$ cat src/rtl/sync_event_rx.sv
// sync_event_rx: toggle-event synchronizer with per-channel pending counters and round-robin output; define SYNC_EVENT_RX_OVERFLOW_EN for sticky overflow flags.
module sync_event_rx #(
  parameter int NR_CHANNELS = 4,
  parameter int SYNC_STAGES = 2,
  parameter int CNT_BITS = 4,
  localparam int CW = NR_CHANNELS > 1 ? $clog2(NR_CHANNELS) : 1
) (
  input  logic                   clk,
  input  logic                   reset,
  input  logic [NR_CHANNELS-1:0] toggle_in,
  output logic [NR_CHANNELS-1:0] event_pulse,
  output logic                   out_valid,
  input  logic                   out_ready,
  output logic [CW-1:0]          out_channel,
  output logic [NR_CHANNELS-1:0] overflow,
  input  logic [NR_CHANNELS-1:0] overflow_clr
);
  localparam int MW = $clog2(SYNC_STAGES + 2);
  localparam logic [MW-1:0] MASK_END = MW'(SYNC_STAGES + 1);
  localparam logic [CNT_BITS-1:0] CNT_MAX = '1;
  logic [NR_CHANNELS-1:0] sync_q [SYNC_STAGES];
  logic [NR_CHANNELS-1:0] hist_q;
  logic [MW-1:0] mask_q;
  logic [CNT_BITS-1:0] cnt_q [NR_CHANNELS];
  logic [CNT_BITS-1:0] cnt_d [NR_CHANNELS];
  logic [NR_CHANNELS-1:0] dec, ovf_set;
  logic [CW-1:0] sel_lo, sel_hi, sel;
  logic any_lo, any_hi, load;

  always_ff @(posedge clk or posedge reset)
    if (reset) begin
      for (int s = 0; s < SYNC_STAGES; s++) sync_q[s] <= '0;
      hist_q <= '0;
      mask_q <= '0;
    end else begin
      sync_q[0] <= toggle_in;
      for (int s = 1; s < SYNC_STAGES; s++) sync_q[s] <= sync_q[s-1];
      hist_q <= sync_q[SYNC_STAGES-1];
      if (mask_q != MASK_END) mask_q <= mask_q + 1'b1;
    end

  // the mask swallows the edge seen when a level held through reset reaches the history flop
  assign event_pulse = mask_q == MASK_END ? sync_q[SYNC_STAGES-1] ^ hist_q : '0;

  // out_channel doubles as the last-loaded pointer; prefer the lowest busy channel above it, else wrap
  always_comb begin
    any_lo = 1'b0;
    any_hi = 1'b0;
    sel_lo = '0;
    sel_hi = '0;
    for (int i = NR_CHANNELS-1; i >= 0; i--)
      if (cnt_q[i] != '0) begin
        any_lo = 1'b1;
        sel_lo = CW'(i);
        if (i > int'(out_channel)) begin
          any_hi = 1'b1;
          sel_hi = CW'(i);
        end
      end
  end

  assign sel = any_hi ? sel_hi : sel_lo;
  assign load = !out_valid || out_ready;

  always_comb begin
    dec = '0;
    ovf_set = '0;
    for (int i = 0; i < NR_CHANNELS; i++) begin
      dec[i] = load && any_lo && sel == CW'(i);
      ovf_set[i] = event_pulse[i] && !dec[i] && cnt_q[i] == CNT_MAX;
      cnt_d[i] = event_pulse[i] == dec[i] || ovf_set[i] ? cnt_q[i] :
                 event_pulse[i] ? cnt_q[i] + 1'b1 : cnt_q[i] - 1'b1;
    end
  end

  always_ff @(posedge clk or posedge reset)
    if (reset) begin
      for (int i = 0; i < NR_CHANNELS; i++) cnt_q[i] <= '0;
      out_valid <= 1'b0;
      out_channel <= '0;
    end else begin
      for (int i = 0; i < NR_CHANNELS; i++) cnt_q[i] <= cnt_d[i];
      if (load) out_valid <= any_lo;
      if (load && any_lo) out_channel <= sel;
    end

`ifdef SYNC_EVENT_RX_OVERFLOW_EN
  logic [NR_CHANNELS-1:0] ovf_q;

  always_ff @(posedge clk or posedge reset)
    if (reset) ovf_q <= '0;
    else ovf_q <= (ovf_q & ~overflow_clr) | ovf_set;

  assign overflow = ovf_q;
`else
  logic unused_ovf;

  assign unused_ovf = ^{ovf_set, overflow_clr};
  assign overflow = '0;
`endif
endmodule

$ cat config.mk
export PLATFORM = sky130hd
export DESIGN_NAME = sync_event_rx
export DESIGN_NICKNAME = d
export VERILOG_FILES = /design/src/rtl/sync_event_rx.sv
export SDC_FILE = /design/constraint.sdc
export NUM_CORES = 1
export LEC_CHECK = 0
export ABC_AREA = 1
export CAP_MARGIN = 10
export CORE_MARGIN = 4
export CORE_UTILIZATION = 51
export CTS_CLUSTER_SIZE = 16
export DETAILED_ROUTE_END_ITERATION = 8
export GPL_TIMING_DRIVEN = 1
export PLACE_DENSITY = 0.8
export SLEW_MARGIN = 10
export SYNTH_ARGS = -nofsm -noshare
export SYNTH_HDL_FRONTEND = slang
export SYNTH_SLANG_ARGS = --single-unit
$ cat constraint.sdc
create_clock -name clk -period 1.88 [get_ports clk]
set_input_delay 0.47 -clock clk [delete_from_list [all_inputs] [get_ports clk]]
set_output_delay 0.47 -clock clk [all_outputs]
set_load 0.05 [all_outputs]
Word level (Yosys, flattened, before mapping):

Index checks and enable logic that the tools add are counted.

* eq/ne operators: 13
* add/sub/neg operators: 9
* multiplexer cells: 26
* reduce and logical (&&, ||, !) cells: 28
* bitwise logic cells: 1
* order comparisons: 3

Operator list (number)
* $mux W2: 11
* $mux W4: 5
* $add A4 B1 Y4 const B: 4
* $eq A4 B4 Y1 const B: 4
* $reduce_bool A4 Y1: 4
* $sub A4 B1 Y4 const B: 4
* $logic_and A1 B1 Y1: 13
* $mux W1: 10
* $eq A2 B2 Y1 const B: 3
* $logic_not A1 Y1: 5
* $logic_or A1 B1 Y1: 5
* $eq A1 B1 Y1: 4
* $gt A2 B2 Y1 const A: 2
* $xor A4 B4 Y4: 1
* $add A2 B1 Y2 const B: 1
* $eq A2 B1 Y1 const B: 1
* $gt A1 B2 Y1 const A: 1
* $logic_not A2 Y1: 1
* $ne A2 B2 Y1 const B: 1

* bits in registers: 33
* output and inout bits: 11
* word-level logic and storage cells: 90

Logic depth before layout (Yosys ltp):

* depth in word-level cells: 14
* mapped depth: 13

Least setup slack after synthesis:

No wires, ideal clock.

* path type: flip-flop to flip-flop
* from: reg mask_q[0]
* to: reg cnt_q[7] (netlist name)
* arrival time: 1.722 ns
* path buffers: 0
* slack: 0.040 ns
* required time: 1.762 ns
* period minus slack after synthesis: 1.840 ns
* stages on the path, launching flop included: 9
* library setup time: 0.118 ns
* cell sequence: dfrtp_1 ha_1 nand3_1 ha_1 a21oi_1 o21ai_0 xnor2_1 nand3_1 nand2_1

* cells in the longest elaborated chain, start to end: 5
* elaborated cells between the ends (all ways): 7
* those cells by class: eq/ne: 2; mux: 2; reduce/logical: 3

RTL lines
* start: declaration: line 23 `logic [MW-1:0] mask_q;`
* start signal: assignment: line 39 `if (mask_q != MASK_END) mask_q <= mask_q + 1'b1;`
* $eq A2 B2 Y1 (*): line 43 `assign event_pulse = mask_q == MASK_END ? sync_q[SYNC_STAGES-1] ^ hist_q : '0;`
* $mux W4 (*): line 43
* $logic_and A1 B1 Y1 (2 in series): line 70 `ovf_set[i] = event_pulse[i] && !dec[i] && cnt_q[i] == CNT_MAX;`
* $logic_or A1 B1 Y1: line 71 `cnt_d[i] = event_pulse[i] == dec[i] || ovf_set[i] ? cnt_q[i] :`
* end: declaration: line 24 `logic [CNT_BITS-1:0] cnt_q [NR_CHANNELS];`

Every way passes the cells marked *; elsewhere a longest branch is shown, timed or not.
A chain may end at the register's enable or synchronous reset.

Worst setup path in the final report:

* from: reg mask_q[1]
* to: out event_pulse[1]

* cells in the longest elaborated chain, start to end: 2

RTL lines
* $eq A2 B2 Y1: line 43
* $mux W4: line 43
* end: declaration: line 11 `output logic [NR_CHANNELS-1:0] event_pulse,`

Every way passes these cells.

==> impl_metrics.csv <==
group,metric,value,unit
power,leakage,1.21,nW
worst_setup_path,cp.required,1.41,ns
route,vias_per_cell,5.15,
cells_and_area,layout_common_cells,"nand2_1 (46), nand3_1 (38), dfrtp_1 (32)",
die,core-area,0.00374,mm^2
power,p_int,2.20,mW
worst_setup_path,arrival,1.40,ns
sta,fmax,534,MHz
die,initial_core_util,0.538,
grt,grt_max_degree,34,
logic_synthesis,yosysTopAreaCell,"dfrtp_1",
logic_synthesis,synth_top_area_share,0.410,
clocking,cts_made_buffers,5,
power,swShare,0.459,
worst_setup_path,rrSetupSlack,0.07,ns
cells_and_area,nets,286,
die,rows,22,
power,ir_drop,0.716,mV
clocking,path_clk_slew,0.08,ns
clocking,clock_sinks,33,
sta,final_hold_viol_count,0,
run,drv_cap,0,
cells_and_area,post-route-util,0.658,
placed_design,dpl.cell_count,303,
logic_synthesis,synth-xor-area-share,0.0608,
sta,min_period,1.87,ns
logic_synthesis,synthCells,233,
grt,grt_remaining_overflow,0,
cells_and_area,final_area,0.00246,mm^2
logic_synthesis,yosys_warnings,0,
power,pwr_density_cell,1650,mW/mm^2
die,io_pins,22,
sta,rsz0062_at_grt,"true",
clocking,clkLatencyLatePin,0.28,ns
logic_synthesis,synth_compound_area_frac,0.0658,
power,p_comb_frac,0.538,
logic_synthesis,yosys.area_share.simple,0.305,
logic_synthesis,netlist_area,0.00202,mm^2
logic_synthesis,synth_mux_area_frac,0.00559,
worst_setup_path,startpoint_type,"flip-flop",
grt,grt_pass1_vias,1601,
worst_setup_path,rr_worst_depth,7,
cells_and_area,n_antenna_cell,0,
logic_synthesis,synth_top_family_by_area,"simple AND/OR/NAND/NOR gates",
worst_setup_path,cp_max_fo,5,
worst_setup_path,cp-end-kind,"primary output",
placed_design,io_buffers,13,
route,drt-initial-drc-count,58,
power,seq_power_share,0.297,
sta,finClkSkew,0.00623,ns
cells_and_area,layout_commonest_cell,"nand2_1",
grt,grt_pass1_wl,6440,um
cells_and_area,fillerInstances,292,
route,drc,0,
route,firstDrtPassIters,4,
placed_design,placed_area,0.00229,mm^2
clocking,clockRootBuffer,"clkbuf_8",
logic_synthesis,ys_types,28,
logic_synthesis,syn_area_per_cell,8.65,um^2
placed_design,post-dp-hpwl,2750,um
power,p_sw,1.86,mW
placed_design,place.gp.congestion,0.906,
worst_setup_path,cp-endpoint,"event_pulse[1]",
route,wl_per_cell,11.6,um
clocking,h-tree-depth,2,
hold_path,min_path_type,"reg2reg",
sta,period_share,0.996,
cells_and_area,layout-drive-gt1-share,0.236,
logic_synthesis,synth_seq_cells,33,
logic_synthesis,yosysSeqAreaShare,0.410,
worst_setup_path,r2r-end,"cnt_q[2]",
clocking,cts_hold_buffers,0,
cells_and_area,syn2layout_area_growth,22.2,%
outcome,status,"complete, no violations",
clocking,clk_path_buf_depth,2,
power,clkPwrFrac,0.165,
worst_setup_path,critical_path.startpoint,"mask_q[1]",
route,num_vias,1601,
route,antenna_left,0,
cells_and_area,stdcell_count,311,
worst_setup_path,path_class,"reg2out",
logic_synthesis,synthAdderAreaFrac,0.0956,
sta,hold_slack,0.345,ns
grt,antenna_found_initial,0,
die,die_w,70.9,um
sta,finalSetupViolations,0,
clocking,cts_tree,"yes",
sta,drv_slew,0,
hold_path,holdPathStages,0,
route,routed_wl,3610,um
worst_setup_path,rr_startpoint,"mask_q[1]",
die,dieArea,0.00502,mm^2
die,dieHeight,70.9,um
grt,grt_util_all_layers,0.159,
logic_synthesis,synthTopCellsByArea,"dfrtp_1 (41%), nand3_1 (10%), nand2_1 (8.8%), ha_1 (5.6%), fa_1 (4.0%)",
-- area by class of cell --
class	count	area, um^2	share of cell area
Multi-Input combinational cell	177	1130	0.460
Sequential cell	33	827	0.336
Timing Repair Buffer	23	245	0.0995
Inverter	22	82.6	0.0335
Clock buffer	5	68.8	0.0279
Tap cell	48	60.1	0.0244
Clock inverter	3	46.3	0.0188
-- synthesized netlist by cell type (all sizes together) --
library cell / instances
a21boi: 1
a21oi: 10
a31oi: 1
buf: 4
clkinv: 1
conb: 1
dfrtp: 33
fa: 4
ha: 9
inv: 21
mux2: 1
nand2: 61
nand3: 41
nand4: 1
nor2: 19
o21ai: 7
o21bai: 1
or2: 3
xnor2: 6
xor2: 8
-- stage by stage --
| stage | worst slack [ns] | setup TNS, ns | power (mW) |
|---|---|---|---|
| 2_1_floorplan | 0.0398 | 0 | 2.92 |
| 3_3_place_gp | 0.0122 | 0 | 3.28 |
| 3_5_place_dp | -0.0168 | -0.0212 | 3.36 |
| 4_1_cts | 0.000191 | 0 | 4.06 |
| 5_1_grt | -0.0597 | -0.277 | 4.46 |
| 6_report | 0.00740 | 0 | 4.06 |
-- how the worst min path moves through the flow --
stage / start / end / slack (ns)
5_1_grt: sync_q[7] / sync_q[3] / 0.36
6_report: sync_q[6] / sync_q[2] / 0.34
3_5_place_dp: sync_q[6] / sync_q[2] / 0.33
2_1_floorplan: sync_q[4] / sync_q[0] / 0.33
4_1_cts: sync_q[4] / sync_q[0] / 0.35
3_3_place_gp: sync_q[4] / sync_q[0] / 0.33
-- metal layers --
metal / routed length [um] / track usage / part of all wire / up-vias
li1: - / - / - / 811
met1: 1500 / 0.180 / 0.41 / 741
met2: 1890 / 0.279 / 0.52 / 41
met3: 167 / 0.0426 / 0.046 / 8
met4: 55 / 0.0710 / 0.015 / 0
met5: 0 / 0 / 0 / -
-- critical path, stage by stage (launching register included) --
cell and delay (ns):
dfrtp_1 0.40, ha_4 0.21, nand3_2 0.12, buf_6 0.15, inv_2 0.09, buf_12 0.14
-- registers in the layout (all words and copies together), names as in the netlist --
register     cells
cnt_q           16
sync_q           8
hist_q           4
mask_q           2
out_channel      2
out_valid        1
-- cells by family after synthesis --
kind of cell               after synthesis
AOI/OAI and AO/OA                       20
other                                    1
and+or+nand+nor                        125
xor gates and xnor gates                14
adders and majority gates               13
DFF                                     33
buffers and inverters                   26
muxes                                    1
-- power by group through the flow --
stage | Clock (mW) | Sequential, mW | Combinational, mW
after floorplan | 0 | 1.23 | 1.69
after global placement | 0 | 1.21 | 2.07
after detailed placement | 0 | 1.21 | 2.15
after CTS | 0.687 | 1.20 | 2.18
after global routing | 0.716 | 1.25 | 2.50
final | 0.670 | 1.21 | 2.18
-- timing repair --
action                     4_1_cts  5_1_grt
gates cloned                     0        0
buffers inserted                 0        0
resized for setup                9        6
pin swaps                        1        2
setup endpoints to repair        7       14
Note: power is estimated with default switching activity, not from simulation.
